## config.mk

```make
export PLATFORM = sky130hd
export DESIGN_NAME = cart_mapper
export DESIGN_NICKNAME = d
export VERILOG_FILES = /design/src/rtl/cart_pkg.sv /design/src/rtl/cart_size_tracker.sv /design/src/rtl/cart_mapper.sv
export SDC_FILE = /design/constraint.sdc
export NUM_CORES = 1
export LEC_CHECK = 0
export ABC_AREA = 1
export BUFFER_PORTS_ARGS = -buffer_cell sky130_fd_sc_hd__buf_2
export CORE_MARGIN = 2
export CORE_UTILIZATION = 25
export DETAILED_ROUTE_END_ITERATION = 6
export PLACE_DENSITY = 0.48
export SLEW_MARGIN = 20
export SYNTH_ARGS = -nofsm -noshare
export SYNTH_HDL_FRONTEND = slang
export SYNTH_SLANG_ARGS = --single-unit
```

## constraint.sdc

```tcl
create_clock -name clk_i -period 2.5 [get_ports clk_i]
set_input_delay 0.5 -clock clk_i [delete_from_list [all_inputs] [get_ports clk_i]]
set_output_delay 0.5 -clock clk_i [all_outputs]
set_load 0.005 [all_outputs]
```

## src/rtl/cart_pkg.sv

```systemverilog
// Shared encodings for the cartridge mapper: image sizes, bank-switch schemes,
// hotspot addresses and SuperChip RAM windows.
package cart_pkg;

    localparam logic [1:0] SZ_2K  = 2'd0;
    localparam logic [1:0] SZ_4K  = 2'd1;
    localparam logic [1:0] SZ_8K  = 2'd2;
    localparam logic [1:0] SZ_16K = 2'd3;

    localparam logic [13:0] LIM_2K = 14'h0800;
    localparam logic [13:0] LIM_4K = 14'h1000;
    localparam logic [13:0] LIM_8K = 14'h2000;

    typedef enum logic [2:0] {
        SCH_2K,
        SCH_4K,
        SCH_F8,
        SCH_F6,
        SCH_E0
    } scheme_e;

    localparam logic [12:0] HS_F8_0  = 13'h1FF8;
    localparam logic [12:0] HS_F6_0  = 13'h1FF6;
    localparam logic [12:0] HS_E0_S0 = 13'h1FE0;

    localparam logic [12:0] SC_WR_BASE = 13'h1000;
    localparam logic [12:0] SC_RD_BASE = 13'h1080;

    localparam logic [2:0][2:0] E0_SLICE_INIT = {3'd2, 3'd1, 3'd0};

    function automatic scheme_e scheme_of(input logic [1:0] size, input logic e0_sel);
        scheme_e sch;
        case (size)
            SZ_2K:   sch = SCH_2K;
            SZ_4K:   sch = SCH_4K;
            SZ_8K:   sch = e0_sel ? SCH_E0 : SCH_F8;
            default: sch = SCH_F6;
        endcase
        return sch;
    endfunction

endpackage

```

## src/rtl/cart_size_tracker.sv

```systemverilog
// Follows the highest ROM address written by the loader and classifies the
// image size; a write to address 0 marks the start of a fresh image.
module cart_size_tracker
    import cart_pkg::*;
#(
    parameter int ROM_AW = 14
) (
    input  logic              clk_i,
    input  logic              rst_ni,
    input  logic              ld_wr_i,
    input  logic [ROM_AW-1:0] ld_addr_i,
    output logic [1:0]        size_o
);

    logic [ROM_AW-1:0] max_addr_q, max_addr_d;
    logic [1:0]        size_q, size_d;

    always_comb begin
        max_addr_d = max_addr_q;
        if (ld_wr_i) begin
            if (ld_addr_i == '0) begin
                max_addr_d = '0;
            end else if (ld_addr_i > max_addr_q) begin
                max_addr_d = ld_addr_i;
            end
        end

        if (max_addr_q < ROM_AW'(LIM_2K)) begin
            size_d = SZ_2K;
        end else if (max_addr_q < ROM_AW'(LIM_4K)) begin
            size_d = SZ_4K;
        end else if (max_addr_q < ROM_AW'(LIM_8K)) begin
            size_d = SZ_8K;
        end else begin
            size_d = SZ_16K;
        end
    end

    always_ff @(posedge clk_i or negedge rst_ni) begin
        if (!rst_ni) begin
            max_addr_q <= '0;
            size_q     <= SZ_2K;
        end else begin
            max_addr_q <= max_addr_d;
            size_q     <= size_d;
        end
    end

    assign size_o = size_q;

endmodule

```

## src/rtl/cart_mapper.sv

```systemverilog
// Bank-switch mapper: decodes 2K/4K/F8/F6/E0 hotspots from the CPU bus,
// drives the ROM physical address and the SuperChip cart RAM selects.
module cart_mapper
    import cart_pkg::*;
#(
    parameter int ROM_AW        = 14,
    parameter int SC_DEPTH_LOG2 = 7
) (
    input  logic                     clk_i,
    input  logic                     rst_ni,
    input  logic [12:0]              cpu_addr_i,
    input  logic                     cpu_rnw_i,
    input  logic                     bus_strobe_i,
    input  logic                     ld_active_i,
    input  logic                     ld_wr_i,
    input  logic [ROM_AW-1:0]        ld_addr_i,
    input  logic                     e0_sel_i,
    input  logic                     sc_en_i,
    output logic [ROM_AW-1:0]        rom_addr_o,
    output logic                     cart_ram_cs_o,
    output logic                     cart_ram_we_o,
    output logic [SC_DEPTH_LOG2-1:0] cart_ram_addr_o,
    output logic [1:0]               size_o,
    output logic [1:0]               bank_o
);

    logic [1:0]      size;
    scheme_e         scheme;
    logic            ld_active_q;
    logic [1:0]      bank_q, bank_d;
    logic [2:0][2:0] slices_q, slices_d;
    logic [2:0]      e0_bank;
    logic [12:0]     f6_off;
    logic            hs_en, load_done, sc_active, wr_win, rd_win;

    cart_size_tracker #(.ROM_AW(ROM_AW)) u_size_tracker (
        .clk_i     (clk_i),
        .rst_ni    (rst_ni),
        .ld_wr_i   (ld_wr_i),
        .ld_addr_i (ld_addr_i),
        .size_o    (size)
    );

    assign size_o    = size;
    assign scheme    = scheme_of(size, e0_sel_i);
    assign hs_en     = bus_strobe_i & cpu_addr_i[12] & ~ld_active_i;
    assign load_done = ld_active_q & ~ld_active_i;
    assign f6_off    = cpu_addr_i - HS_F6_0;

    // Bank state survives scheme changes; only end-of-load or reset re-initialises it.
    always_comb begin
        bank_d   = bank_q;
        slices_d = slices_q;
        if (load_done) begin
            case (scheme)
                SCH_F8:  bank_d = 2'd1;
                SCH_F6:  bank_d = 2'd3;
                SCH_E0:  slices_d = E0_SLICE_INIT;
                default: ;
            endcase
        end else if (hs_en) begin
            case (scheme)
                SCH_F8: begin
                    if (cpu_addr_i[12:1] == HS_F8_0[12:1]) bank_d = {1'b0, cpu_addr_i[0]};
                end
                SCH_F6: begin
                    if (f6_off < 13'd4) bank_d = f6_off[1:0];
                end
                SCH_E0: begin
                    if (cpu_addr_i[12:5] == HS_E0_S0[12:5]) begin
                        case (cpu_addr_i[4:3])
                            2'b00:   slices_d[0] = cpu_addr_i[2:0];
                            2'b01:   slices_d[1] = cpu_addr_i[2:0];
                            2'b10:   slices_d[2] = cpu_addr_i[2:0];
                            default: ;
                        endcase
                    end
                end
                default: ;
            endcase
        end
    end

    always_ff @(posedge clk_i or negedge rst_ni) begin
        if (!rst_ni) begin
            ld_active_q <= 1'b0;
            bank_q      <= 2'd0;
            slices_q    <= E0_SLICE_INIT;
        end else begin
            ld_active_q <= ld_active_i;
            bank_q      <= bank_d;
            slices_q    <= slices_d;
        end
    end

    always_comb begin
        case (cpu_addr_i[11:10])
            2'd0:    e0_bank = slices_q[0];
            2'd1:    e0_bank = slices_q[1];
            2'd2:    e0_bank = slices_q[2];
            default: e0_bank = 3'd7;
        endcase

        rom_addr_o = '0;
        bank_o     = 2'd0;
        case (scheme)
            SCH_2K: rom_addr_o = ROM_AW'({3'b000, cpu_addr_i[10:0]});
            SCH_4K: rom_addr_o = ROM_AW'({2'b00, cpu_addr_i[11:0]});
            SCH_F8: begin
                rom_addr_o = ROM_AW'({1'b0, bank_q[0], cpu_addr_i[11:0]});
                bank_o     = {1'b0, bank_q[0]};
            end
            SCH_F6: begin
                rom_addr_o = ROM_AW'({bank_q, cpu_addr_i[11:0]});
                bank_o     = bank_q;
            end
            SCH_E0:  rom_addr_o = ROM_AW'({1'b0, e0_bank, cpu_addr_i[9:0]});
            default: ;
        endcase
    end

    assign sc_active       = sc_en_i & ((scheme == SCH_F8) | (scheme == SCH_F6));
    assign wr_win          = (cpu_addr_i[12:7] == SC_WR_BASE[12:7]);
    assign rd_win          = (cpu_addr_i[12:7] == SC_RD_BASE[12:7]);
    assign cart_ram_we_o   = sc_active & wr_win & bus_strobe_i & ~cpu_rnw_i;
    assign cart_ram_cs_o   = sc_active & rd_win;
    assign cart_ram_addr_o = cpu_addr_i[SC_DEPTH_LOG2-1:0];

endmodule

```

=== Word level (Yosys, flattened, before mapping) ===
Cells that the tools add are included.

* Bits in registers: 28
* Bits of input ports: 35
* Output and inout bits: 27
* Logic and storage cells: 81

* Add/subtract/negate cells: 1
* Order comparisons: 5
* Equality and inequality tests: 16
* Multiplexer cells: 24
* Bitwise gates (word level): 11
* Reduce and logical (&&, ||, !) cells: 17

{| class="wikitable"
|+ Operator list
! kind !! count
|-
| $pmux W14 S5 || 1
|-
| $mux W9 || 5
|-
| $mux W14 || 2
|-
| $pmux W3 S3 || 2
|-
| $reduce_and A4 Y1 || 4
|-
| $gt A14 B14 Y1 || 1
|-
| $logic_not A14 Y1 || 1
|-
| $lt A14 B12 Y1 const B || 1
|-
| $lt A14 B13 Y1 const B || 1
|-
| $lt A14 B14 Y1 const B || 1
|-
| $reduce_bool A2 Y1 || 7
|-
| $lt A13 B3 Y1 const B || 1
|-
| $sub A13 B13 Y13 const B || 1
|-
| $eq A12 B12 Y1 const B || 1
|-
| $eq A6 B6 Y1 const B || 2
|-
| $mux W2 || 6
|-
| $mux W3 || 4
|-
| $pmux W2 S2 || 3
|-
| $and A1 B1 Y1 || 8
|-
| $eq A8 B8 Y1 const B || 1
|-
| $eq A2 B1 Y1 const B || 3
|-
| $eq A2 B2 Y1 const B || 3
|-
| $eq A3 B2 Y1 const B || 2
|-
| $logic_not A2 Y1 || 3
|-
| 8 further kinds || 10
|}

=== Depth between registers and ports, before layout ===
* Word-level depth: 8
* Gate-level depth with buffers: 14

=== By module ===
A second synthesis with hierarchy kept.

* Cell total of the unflattened synthesis: 311
* Area, all modules: 2,209.6 um^2

{| class="wikitable"
|+ By module, submodules not included
! module !! times used !! cells each !! area an instance (um^2) !! sequential area each (um^2)
|-
| cart_mapper || 1 || 170 || 1,113.6 || 302.8
|-
| cart_size_tracker || 1 || 141 || 1,096.1 || 400.4
|}

=== Least setup slack after synthesis ===
Ideal clock, no wire load.

* Kind: input-to-reg
* From: input port ld_addr_i[13]
* To: register u_size_tracker.max_addr_q[12]
* Library setup time: 0.117 ns
* Data arrival time: 1.790 ns
* Data required time: 2.383 ns
* Path slack: 0.593 ns
* Cell stages on the path: 13
* Buffers on the path: 1
* Path through: ha_1 > nand2_1 > inv_1 > nand3_1 > nor3_1 > nand2_1 > nand4_1 > nand2_1 > nand2_1 > nand2_1 > buf_4 > nand2_1 > nand2_1

* Cells in the longest elaborated chain, start to end: 3
* Elaborated cells between the ends (all ways): 5

{| class="wikitable"
|+ RTL lines
! item !! RTL line !! source
|-
| start: declaration || cart_mapper.sv:16 || <nowiki>input logic [ROM_AW-1:0] ld_addr_i,</nowiki>
|-
| $gt A14 B14 Y1 or $logic_not A14 Y1 (tied branches) || cart_size_tracker.sv:23, cart_size_tracker.sv:21 ||
|-
| $reduce_bool A2 Y1 (no source line) || -- ||
|-
| $reduce_and A2 Y1 (no source line) || -- ||
|-
| end signal: assignment || cart_size_tracker.sv:44 || <nowiki>max_addr_q <= max_addr_d;</nowiki>
|-
| end: declaration || cart_size_tracker.sv:15 || <nowiki>logic [ROM_AW-1:0] max_addr_q, max_addr_d;</nowiki>
|}

Parallel ways exist; a longest one is shown, timed or not.
A chain may end at the register's enable or synchronous reset.

=== Worst setup path after layout ===
* From: register u_size_tracker.size_q[0], in the netlist u_size_tracker.size_o[0]
* To: output port cart_ram_we_o

* Cells in the longest elaborated chain, start to end: 8
* Elaborated cells between the ends (all ways): 11

{| class="wikitable"
|+ RTL lines
! item !! RTL line !! source
|-
| start: declaration || cart_size_tracker.sv:16 || <nowiki>logic [1:0] size_q, size_d;</nowiki>
|-
| start signal: assignment || cart_size_tracker.sv:45 || <nowiki>size_q <= size_d;</nowiki>
|-
| $eq A2 B2 Y1, or another cell as far along || cart_pkg.sv:33 || <nowiki>case (size)</nowiki>
|-
| $pmux W3 S3 (*) || cart_pkg.sv:33 ||
|-
| $eq A3 B2 Y1 || cart_mapper.sv:122 || <nowiki>assign sc_active = sc_en_i & ((scheme == SCH_F8) | (scheme == SCH_F6));</nowiki>
|-
| $or A1 B1 Y1 (*) || cart_mapper.sv:122 ||
|-
| $and A1 B1 Y1 (*) || cart_mapper.sv:122 ||
|-
| $and A1 B1 Y1 (*) (3 in series) || cart_mapper.sv:125 || <nowiki>assign cart_ram_we_o = sc_active & wr_win & bus_strobe_i & ~cpu_rnw_i;</nowiki>
|-
| end: declaration || cart_mapper.sv:21 || <nowiki>output logic cart_ram_we_o,</nowiki>
|}

Every way passes the cells marked *; elsewhere a longest branch is shown, timed or not.

==> results.txt <==
Initial Utilization: 0.2562
Final #Nets: 403
Met3 usage: 0.02134
Sequential share of the synthesized area: 0.3357
Slew margin rel.: 0.5554
Maximum clock path buffer count: 2
Largest net degree at the start of global routing: 29
Fmax: 0.4692 GHz
Worst reg2reg path startpoint: u_size_tracker.max_addr_q[13]
Total wire length: 5.253 mm
Crit share post-route: 0.8525
Average cell area after synthesis: 6.913 sq um
Setup TNS: 0 ns
Max-capacitance violation count: 0
Post-detailed-route count of antenna-violating nets: 0
Vias per cell: 4.421
Top_reg_cell synth: dfrtp_1
Area contributors post-synth: dfrtp_1 31%, nand2_1 14%, ha_1 9.6%
R2R cell count: 14
Synth Register Bits: 28
Gr busiest metal: met2
Vias: 2,016
Largest area contributor in the netlist: dfrtp_1
Worst EP arrival: 1.63 ns
Die Area: 0.009126 sq mm
Core area: 0.008175 sq mm
Io pins: 62
Die width: 95.53 um
Most frequent cells after synthesis: 80 x nand2_1, 44 x inv_1, 32 x nand3_1
Post-synth net total: 354
CP Data Required Time: 2.00 ns
Asr flop ratio synth: 1.000
Diode count: 0
Hold Vio Cnt, Final: 0
I/O Buffers: 61
Clock root cell: clkbuf_8
Worst Tran Pin Value: 0.6670 ns
LEAKAGE: 1.368 nW
First-pass GRT wire length: 9.204 mm
Endpoint class of the critical path: primary output
Final core utilization: 0.3062
Mapped Cells: 303
Final Slew Violations: 0
Initial antenna violation count: 0
Fin Clk Skew: 0.003842 ns
Synth top area share: 0.3106
Worst hold path class: input port to async pin
# setup viols final: 0
Met2 GRT Util: 0.2232
Layout cells sized above 1: 0.2336
Power density cells: 768.5 mW/mm^2
Area Growth Syn to Fin: 19.53%
Clock Sinks: 28
Total congestion overflow: 0
Unique masters post-synth: 28
Status: finished, final reports clean
Post-DR wirelength/cell: 11.52 um
H-tree depth: 1
Total track usage: 0.1282
Mapped Area: 0.002095 sq mm
DR iter-0 viols: 88
Die Y: 95.53 um
Clock slew at reported path FFs: 0.10 ns
Clk_lat worst skew: 0.28 ns
Met1 usage in global routing: 0.1672
Most numerous cell in the Yosys netlist: nand2_1
Vias in the first global route: 1,995
Num rows: 33
Post-route DRC: 0
CP Class: flop to primary output
Worst Setup SP: u_size_tracker.size_o[0]
Post-DP HPWL: 4.196 mm
Period minus WS final: 2.131 ns
IR drop worst, VDD: 0.0003871 V
DRT Pass-1 Iters: 4
CTS tree: built
Post-synth EDFFs: 0
CP Max Fanout: 5
Yosys warns: 0
RSZ-0062 raised after global routing: no
Power Total: 1.924 mW
Startpoint type of the worst setup path: flop
Gpl congestion: 0.8090
Total CTS buffers: 3
[cell usage in the layout (no fill, tap or decap), types with 2 or more instances in the layout]
| cell type | count |
|---|---|
| a21oi_1 | 10 |
| buf_2 | 61 |
| buf_4 | 4 |
| clkbuf_8 | 4 |
| dfrtp_1 | 26 |
| dfstp_2 | 2 |
| ha_1 | 16 |
| inv_1 | 44 |
| nand2_1 | 80 |
| nand2_2 | 3 |
| nand3_1 | 32 |
| nand4_1 | 7 |
| nor2_1 | 23 |
| nor3_1 | 3 |
| nor4_1 | 4 |
| o21ai_0 | 20 |
[worst max-delay path: stages, from the launching register on]
cell,delay [ns]
dfrtp_1,0.43
nor3_2,0.27
inv_1,0.09
nand2_1,0.16
nand2_1,0.10
nor4_1,0.15
buf_2,0.15
[metal layers]
layer	share of wire	up-vias	wire length, um
met5	0	-	0
met4	0.011	0	57
met3	0.057	4	297
met2	0.45	62	2381
met1	0.48	896	2518
li1	-	1054	-
[area by class of cell]
| class | count | area (sq um) |
|---|---|---|
| fillers | 928 | 5672 |
| inverters | 45 | 168.9 |
| flip-flops and latches | 28 | 703.2 |
| repair buffers | 65 | 335.3 |
| well taps | 105 | 131.4 |
| multi-input cells | 209 | 1110 |
| clock buffers | 4 | 55.05 |
[final timing paths]
| kind | to | slack (ns) |
|---|---|---|
| worst max-delay path | cart_ram_we_o | 0.37 |
| worst min-delay path | u_size_tracker.max_addr_q[2] | 0.24 |
| worst max register to register | u_size_tracker.max_addr_q[12] | 0.64 |
| worst min register to register | u_size_tracker.max_addr_q[1] | 0.48 |
| max in group asynchronous | u_size_tracker.max_addr_q[0] | 1.83 |
| min in group clk_i | ld_active_q | 0.34 |
[where the power goes]
part | total (mW) | internal [mW] | switching, mW
logic | 0.867 | 0.344 | 0.523
registers | 0.763 | 0.654 | 0.109
clock network | 0.294 | 0.141 | 0.153
total | 1.92 | 1.14 | 0.785
[registers in the layout, indices dropped and copies added (netlist names)]
register,cells
u_size_tracker.max_addr_q,14
slices_q,9
bank_q,2
ld_active_q,1
u_size_tracker.size_o,2
[cells by family after synthesis]
kind of cell | share of synthesized area
and+or+nand+nor | 0.3405
buffers and inverters | 0.1368
AOI/OAI and AO/OA | 0.09141
DFF | 0.3357
adders and majority gates | 0.09558
[repair_timing]
action / 4_1_cts / 5_1_grt
resized for setup: 0 / 1
setup buffers: 0 / 0
setup endpoints to repair: 0 / 1
hold buffers: 0 / 0
[per-stage QoR]
stage               setup slack (ns)  area, sq um  instances  hold slack, ns
finish                        0.3688         2504        456          0.2385
CTS                           0.2438         2499        456          0.2699
detailed placement            0.3808         2444        452          0.4580
floorplan                     0.5931         2095        303          0.2044
global route                  0.1347         2504        456          0.2706
global placement              0.3919         2444        452          0.4572
No activity file was read; power rests on OpenSTA's default activity.
